<file path="config.mk">
export PLATFORM = sky130hd
export DESIGN_NAME = midi_event_arbiter_flat
export DESIGN_NICKNAME = d
export VERILOG_FILES = /design/src/rtl/midi_event_arbiter_if.sv /design/src/rtl/midi_event_arbiter.sv /design/src/flat_wrapper.sv
export SDC_FILE = /design/constraint.sdc
export NUM_CORES = 1
export LEC_CHECK = 0
export CAP_MARGIN = 25
export CORE_UTILIZATION = 36
export DETAILED_ROUTE_END_ITERATION = 8
export SLEW_MARGIN = 20
export SYNTH_ARGS = -nofsm -noshare
export SYNTH_HDL_FRONTEND = slang
export SYNTH_SLANG_ARGS = --single-unit
</file>
<file path="constraint.sdc">
create_clock -name clk_100MHz -period 2.8 [get_ports clk_100MHz]
set_input_delay 0.84 -clock clk_100MHz [delete_from_list [all_inputs] [get_ports clk_100MHz]]
set_output_delay 0.84 -clock clk_100MHz [all_outputs]
set_load 0.01 [all_outputs]
</file>
<file path="src/rtl/midi_event_arbiter_if.sv">
// Event bus between the note sources (UART parser, pads, sequencer) and the
// arbiter that serialises them onto the single MIDI event channel.
interface midi_event_arbiter_if #(
  parameter int NUM_SOURCES = 3
);
  localparam int SRC_W = (NUM_SOURCES > 1) ? $clog2(NUM_SOURCES) : 1;

  logic [NUM_SOURCES-1:0]   req_valid;
  logic [NUM_SOURCES-1:0]   req_ready;
  logic [7*NUM_SOURCES-1:0] req_key;
  logic [7*NUM_SOURCES-1:0] req_velocity;
  logic                     midi_valid;
  logic [6:0]               midi_key;
  logic [6:0]               midi_velocity;
  logic [SRC_W-1:0]         midi_src;
  logic [NUM_SOURCES-1:0]   pending;

  modport master (
    output req_valid, req_key, req_velocity,
    input  req_ready, midi_valid, midi_key, midi_velocity, midi_src, pending
  );

  modport slave (
    input  req_valid, req_key, req_velocity,
    output req_ready, midi_valid, midi_key, midi_velocity, midi_src, pending
  );
endinterface

</file>
<file path="src/rtl/midi_event_arbiter.sv">
// One-slot-per-source buffer with round-robin grant; each emitted pulse is
// followed by MIN_GAP idle cycles so slower-clock consumers catch every event.
module midi_event_arbiter #(
  parameter int NUM_SOURCES   = 3,
  parameter int MIN_GAP       = 16,
  parameter bit DROP_NOTE_OFF = 1'b1
) (
  input  logic                clk_100MHz,
  input  logic                rst,
  midi_event_arbiter_if.slave bus
);
  localparam int SRC_W = (NUM_SOURCES > 1) ? $clog2(NUM_SOURCES) : 1;
  localparam int CNT_W = (MIN_GAP > 1) ? $clog2(MIN_GAP) : 1;
  localparam logic [CNT_W-1:0] GAP_LOAD = CNT_W'(MIN_GAP - 1);

  typedef enum logic [1:0] {
    ST_IDLE = 2'd0,
    ST_EMIT = 2'd1,
    ST_GAP  = 2'd2
  } state_e;

  state_e                      state_q, state_d;
  logic [CNT_W-1:0]            cnt_q, cnt_d;
  logic [SRC_W-1:0]            ptr_q, ptr_d;
  logic [NUM_SOURCES-1:0]      held_q, held_d;
  logic [NUM_SOURCES-1:0][6:0] key_q, key_d;
  logic [NUM_SOURCES-1:0][6:0] vel_q, vel_d;
  logic                        midi_valid_q, midi_valid_d;
  logic [6:0]                  midi_key_q, midi_key_d;
  logic [6:0]                  midi_vel_q, midi_vel_d;
  logic [SRC_W-1:0]            midi_src_q, midi_src_d;

  logic                        any_held;
  logic [SRC_W-1:0]            grant_idx;
  logic [NUM_SOURCES-1:0]      accept;
  logic [NUM_SOURCES-1:0]      store;

  function automatic logic [SRC_W-1:0] wrap_add(input logic [SRC_W-1:0] base,
                                                 input int unsigned      off);
    int unsigned sum;
    sum = 32'(base) + off;
    if (sum >= 32'(NUM_SOURCES)) begin
      sum = sum - 32'(NUM_SOURCES);
    end else begin
      sum = sum;
    end
    return sum[SRC_W-1:0];
  endfunction

  // Round-robin pick: scan from the far end so the lowest offset from ptr wins.
  always_comb begin
    any_held  = |held_q;
    grant_idx = ptr_q;
    for (int off = NUM_SOURCES - 1; off >= 0; off--) begin
      if (held_q[wrap_add(ptr_q, 32'(off))]) begin
        grant_idx = wrap_add(ptr_q, 32'(off));
      end else begin
        grant_idx = grant_idx;
      end
    end
  end

  // Handshake decode; note-offs complete the handshake but are not stored.
  always_comb begin
    accept = bus.req_valid & ~held_q;
    store  = {NUM_SOURCES{1'b0}};
    for (int i = 0; i < NUM_SOURCES; i++) begin
      if (DROP_NOTE_OFF && (bus.req_velocity[7*i +: 7] == 7'd0)) begin
        store[i] = 1'b0;
      end else begin
        store[i] = accept[i];
      end
    end
  end

  // Slot capture, grant and pulse-spacing state machine.
  always_comb begin
    state_d      = state_q;
    cnt_d        = cnt_q;
    ptr_d        = ptr_q;
    held_d       = held_q;
    key_d        = key_q;
    vel_d        = vel_q;
    midi_valid_d = 1'b0;
    midi_key_d   = midi_key_q;
    midi_vel_d   = midi_vel_q;
    midi_src_d   = midi_src_q;

    for (int i = 0; i < NUM_SOURCES; i++) begin
      if (store[i]) begin
        held_d[i] = 1'b1;
        key_d[i]  = bus.req_key[7*i +: 7];
        vel_d[i]  = bus.req_velocity[7*i +: 7];
      end else begin
        held_d[i] = held_q[i];
      end
    end

    // A granted slot is never written in the same cycle: its ready was low.
    case (state_q)
      ST_IDLE: begin
        if (any_held) begin
          held_d[grant_idx] = 1'b0;
          midi_key_d        = key_q[grant_idx];
          midi_vel_d        = vel_q[grant_idx];
          midi_src_d        = grant_idx;
          ptr_d             = wrap_add(grant_idx, 32'd1);
          midi_valid_d      = 1'b1;
          state_d           = ST_EMIT;
        end else begin
          state_d = ST_IDLE;
        end
      end
      ST_EMIT: begin
        cnt_d   = GAP_LOAD;
        state_d = ST_GAP;
      end
      ST_GAP: begin
        if (cnt_q == {CNT_W{1'b0}}) begin
          state_d = ST_IDLE;
        end else begin
          cnt_d = cnt_q - CNT_W'(1);
        end
      end
      default: begin
        state_d = ST_IDLE;
      end
    endcase
  end

  // State and output registers.
  always_ff @(posedge clk_100MHz or posedge rst) begin
    if (rst) begin
      state_q      <= ST_IDLE;
      cnt_q        <= {CNT_W{1'b0}};
      ptr_q        <= {SRC_W{1'b0}};
      held_q       <= {NUM_SOURCES{1'b0}};
      key_q        <= {(7*NUM_SOURCES){1'b0}};
      vel_q        <= {(7*NUM_SOURCES){1'b0}};
      midi_valid_q <= 1'b0;
      midi_key_q   <= 7'd0;
      midi_vel_q   <= 7'd0;
      midi_src_q   <= {SRC_W{1'b0}};
    end else begin
      state_q      <= state_d;
      cnt_q        <= cnt_d;
      ptr_q        <= ptr_d;
      held_q       <= held_d;
      key_q        <= key_d;
      vel_q        <= vel_d;
      midi_valid_q <= midi_valid_d;
      midi_key_q   <= midi_key_d;
      midi_vel_q   <= midi_vel_d;
      midi_src_q   <= midi_src_d;
    end
  end

  assign bus.req_ready     = ~held_q;
  assign bus.pending       = held_q;
  assign bus.midi_valid    = midi_valid_q;
  assign bus.midi_key      = midi_key_q;
  assign bus.midi_velocity = midi_vel_q;
  assign bus.midi_src      = midi_src_q;
endmodule

</file>
<file path="src/flat_wrapper.sv">
// flat-port wrapper written by rule: the top's interface ports become plain ports
module midi_event_arbiter_flat 
#(
  parameter int NUM_SOURCES   = 3,
  parameter int MIN_GAP       = 16,
  parameter bit DROP_NOTE_OFF = 1'b1
)
  (clk_100MHz, rst, bus_req_valid, bus_req_key, bus_req_velocity, bus_req_ready, bus_midi_valid, bus_midi_key, bus_midi_velocity, bus_midi_src, bus_pending);
  midi_event_arbiter_if #(.NUM_SOURCES(NUM_SOURCES)) bus_i ();
  input  logic clk_100MHz;
  input  logic rst;
  input wire logic [$bits(bus_i.req_valid)-1:0] bus_req_valid;
  input wire logic [$bits(bus_i.req_key)-1:0] bus_req_key;
  input wire logic [$bits(bus_i.req_velocity)-1:0] bus_req_velocity;
  output wire logic [$bits(bus_i.req_ready)-1:0] bus_req_ready;
  output wire logic [$bits(bus_i.midi_valid)-1:0] bus_midi_valid;
  output wire logic [$bits(bus_i.midi_key)-1:0] bus_midi_key;
  output wire logic [$bits(bus_i.midi_velocity)-1:0] bus_midi_velocity;
  output wire logic [$bits(bus_i.midi_src)-1:0] bus_midi_src;
  output wire logic [$bits(bus_i.pending)-1:0] bus_pending;
  assign bus_i.req_valid = bus_req_valid;
  assign bus_i.req_key = bus_req_key;
  assign bus_i.req_velocity = bus_req_velocity;
  assign bus_req_ready = bus_i.req_ready;
  assign bus_midi_valid = bus_i.midi_valid;
  assign bus_midi_key = bus_i.midi_key;
  assign bus_midi_velocity = bus_i.midi_velocity;
  assign bus_midi_src = bus_i.midi_src;
  assign bus_pending = bus_i.pending;
  midi_event_arbiter #(.NUM_SOURCES(NUM_SOURCES), .MIN_GAP(MIN_GAP), .DROP_NOTE_OFF(DROP_NOTE_OFF)) u_core (.clk_100MHz(clk_100MHz), .rst(rst), .bus(bus_i));
endmodule
</file>
==> flow_metrics.tcl, run 1 <==
set metrics [dict create \
    grt_usage_pct 17.3 \
    core-area_um2 9200 \
    crit_arrival_ns 2.83 \
    grt_max_degree 37 \
    drtPass1Iterations 4 \
    die_area_um2 9810 \
    drtIter0Drc 103 \
    powerDensity_nw_per_um2 484 \
    insertion_delay_ns 0.34 \
    antenna_cells 0 \
    nNetsFinal 421 \
    synth_nets 340 \
    htree_num_levels 3 \
    drt-total-wl_um 7620 \
    timing.rr.end "u_core.bus.midi_key[6]" \
    worst_hold_slack_ns 0.490 \
    maxSlewHeadroom_pct 70.7 \
    cts_buffer_depth 2 \
    r2r_cells 9 \
    holdBufCountCts 0 \
    end_kind "flop" \
    layout-drive-gt1-share_pct 19.0 \
    p_leak_nw 1.97 \
    pre_cts_ws_ns -0.138 \
    crit_path_end "u_core.vel_q[13]" \
    period_needed_ns 2.61 \
    layout_commonest_cell "dfrtp_1" \
    grt_first_pass_wirelength_um 12900 \
    fmax_ghz 0.384 \
    start_util_pct 36.9 \
    ys_ff_latch 70 \
    cts_root_buf "clkbuf_8" \
    finalPower_mw 2.15 \
    post-route-util_pct 48.3 \
    worstSetupPathType "in2reg" \
    skew_ns 0.00995 \
    routedWlPerCell_um 15.7 \
    cts.sinks 70 \
    postSynthCellCount 288 \
    worst_pin_slew_ns 0.434 \
    dpl.hpwl_um 5720 \
    period_share_pct 93.0 \
    routabilityCongestion 0.774 \
    ant_nets 0 \
    viasPerCell 5.00 \
    syn_area_um2 3390 \
    synthArstFlopShare_pct 100 \
    final-hold-violation-count 0 \
    crit_start "bus_req_velocity[10]" \
    r2r_start "u_core.ptr_q[0]" \
    outcome "finished, final reports clean" \
    die_h_um 99.1 \
    synth_edf_count 0 \
    rsz0062_at_grt "false" \
    overflow 0 \
    io_pins 70 \
    postCtsSetupRepairBufs 0 \
    antenna_found_initial 0 \
    grt_pass1_vias 2508 \
    crit_path_max_fanout 9 \
    setup-violations-final 0 \
    max_cap_viol_count 0 \
    drv_slew 0 \
    remaining_drc_errors 0 \
    r2r_slack_ns 0.26 \
    vias 2423 \
    area_growth_syn_to_layout_pct 30.9 \
    peakVddDrop_uv 322 \
    seq_area_frac_synth_pct 51.6 \
    hold_path_class "reg2reg" \
    ys.warnings.count 0 \
    placed_cells 469 \
    numPortBuffers 69 \
    final.setup.worst_slack_ns 0.195 \
    die-width_um 99.1 \
    synth_ff_type "dfrtp_1" \
    cts_tree "yes" \
    stdcell_count 485 \
    synth.avg_cell_area_um2 11.8 \
    cts-buffers-inserted 9 \
    mostFrequentLayoutCells "dfrtp_1 (70), clkdlybuf4s50_1 (69), nand2_1 (41), inv_1 (23), mux2i_1 (18)" \
    clk_pin_slew_worst_paths_ns 0.08 \
    synthDistinctLibCells 45 \
    cp.required_ns 3.02 \
    ctsResizeCount 0 \
    critPathLaunchType "primary input" \
    rows 35 \
    nFillCells 847 \
]
[how the worst min path moves through the flow]
| stage | start | to | slack [ns] | cells past startpoint |
|---|---|---|---|---|
| after detailed placement | u_core.bus.midi_src[1] | u_core.bus.midi_src[1] | 0.47 | 2 |
| final | u_core.bus.midi_src[1] | u_core.bus.midi_src[1] | 0.49 | 2 |
| after global routing | u_core.bus.midi_key[0] | u_core.bus.midi_key[0] | 0.52 | 2 |
| after global placement | u_core.key_q[8] | u_core.key_q[8] | 0.47 | 1 |
| after CTS | u_core.bus.midi_src[1] | u_core.bus.midi_src[1] | 0.49 | 2 |
| after floorplan | u_core.key_q[10] | u_core.key_q[10] | 0.46 | 1 |
[layer usage]
layer / routed length, µm / vias up / share of wire [%] / track usage (%)
li1: - / 1174 / - / -
met1: 3580 / 1207 / 47 / 22.2
met2: 3760 / 38 / 49 / 29.1
met3: 196 / 4 / 2.6 / 3.40
met4: 79 / 0 / 1.0 / 6.11
met5: 0 / - / 0 / 0
[synthesized netlist by cell type (all sizes together), types with 3 or more instances]
library cell,n,area [µm²]
dfrtp,70,1750
nand2,41,154
mux2,28,353
inv,25,93.8
o21ai,22,125
mux2i,19,203
o221ai,15,200
buf,11,100
nor2,6,22.5
a21oi,5,25.0
clkbuf,5,18.8
ha,5,62.6
nor2b,5,31.3
nand2b,3,18.8
o41ai,3,41.3
or4,3,22.5
[flip-flops by register name, summed over array words and instances (netlist names)]
register,cells
u_core.bus.midi_velocity,7
u_core.state_q,2
u_core.bus.midi_valid,1
u_core.cnt_q,4
u_core.bus.midi_src,2
u_core.bus.pending,3
u_core.bus.midi_key,7
u_core.ptr_q,2
u_core.key_q,21
u_core.vel_q,21
[power breakdown]
group	switching, mW	internal, mW	leakage (nW)	total [mW]
clock network	0.398	0.322	0.0816	0.720
registers	0.0451	1.11	0.826	1.15
logic	0.110	0.165	1.07	0.276
[metrics by stage]
step | cell area [µm²] | TNS [ns]
after floorplan | 3390 | 0
after CTS | 4440 | 0
after global routing | 4440 | 0
after global placement | 4270 | -1.98
final | 4440 | 0
after detailed placement | 4270 | -2.82
[cell type report]
type | count | area, µm² | share of cell area [%]
well taps | 111 | 139 | 3.13
inverters | 25 | 93.8 | 2.11
multi-input cells | 177 | 1430 | 32.1
flip-flops and latches | 70 | 1750 | 39.4
clock buffers | 9 | 124 | 2.79
clock inverters | 7 | 50.0 | 1.13
repair buffers | 86 | 856 | 19.3
[worst max-delay path, stage by stage]
cell and delay (ns):
clkdlybuf4s50_1 0.41, or4_1 0.55, o41ai_2 0.38, nor2_1 0.12
buf_4 0.21, mux2_1 0.32
[cells by family (layout without fill, tap and decap cells)]
family | count (synthesis) | in the layout | synth area share (%)
DFF | 70 | 70 | 51.6
and+or+nand+nor | 66 | 66 | 8.96
AOI/OAI and AO/OA | 59 | 59 | 14.9
muxes | 47 | 47 | 16.4
buffers and inverters | 41 | 127 | 6.27
adders and majority gates | 5 | 5 | 1.84
Note: power is estimated with default switching activity, not from simulation.
==> run 2, diff against run 1 <==
- CTS_CLUSTER_SIZE: not set -> 40
==> results of run 2 <==
The final DEF is identical to that of run 1; final timing and power are the same.
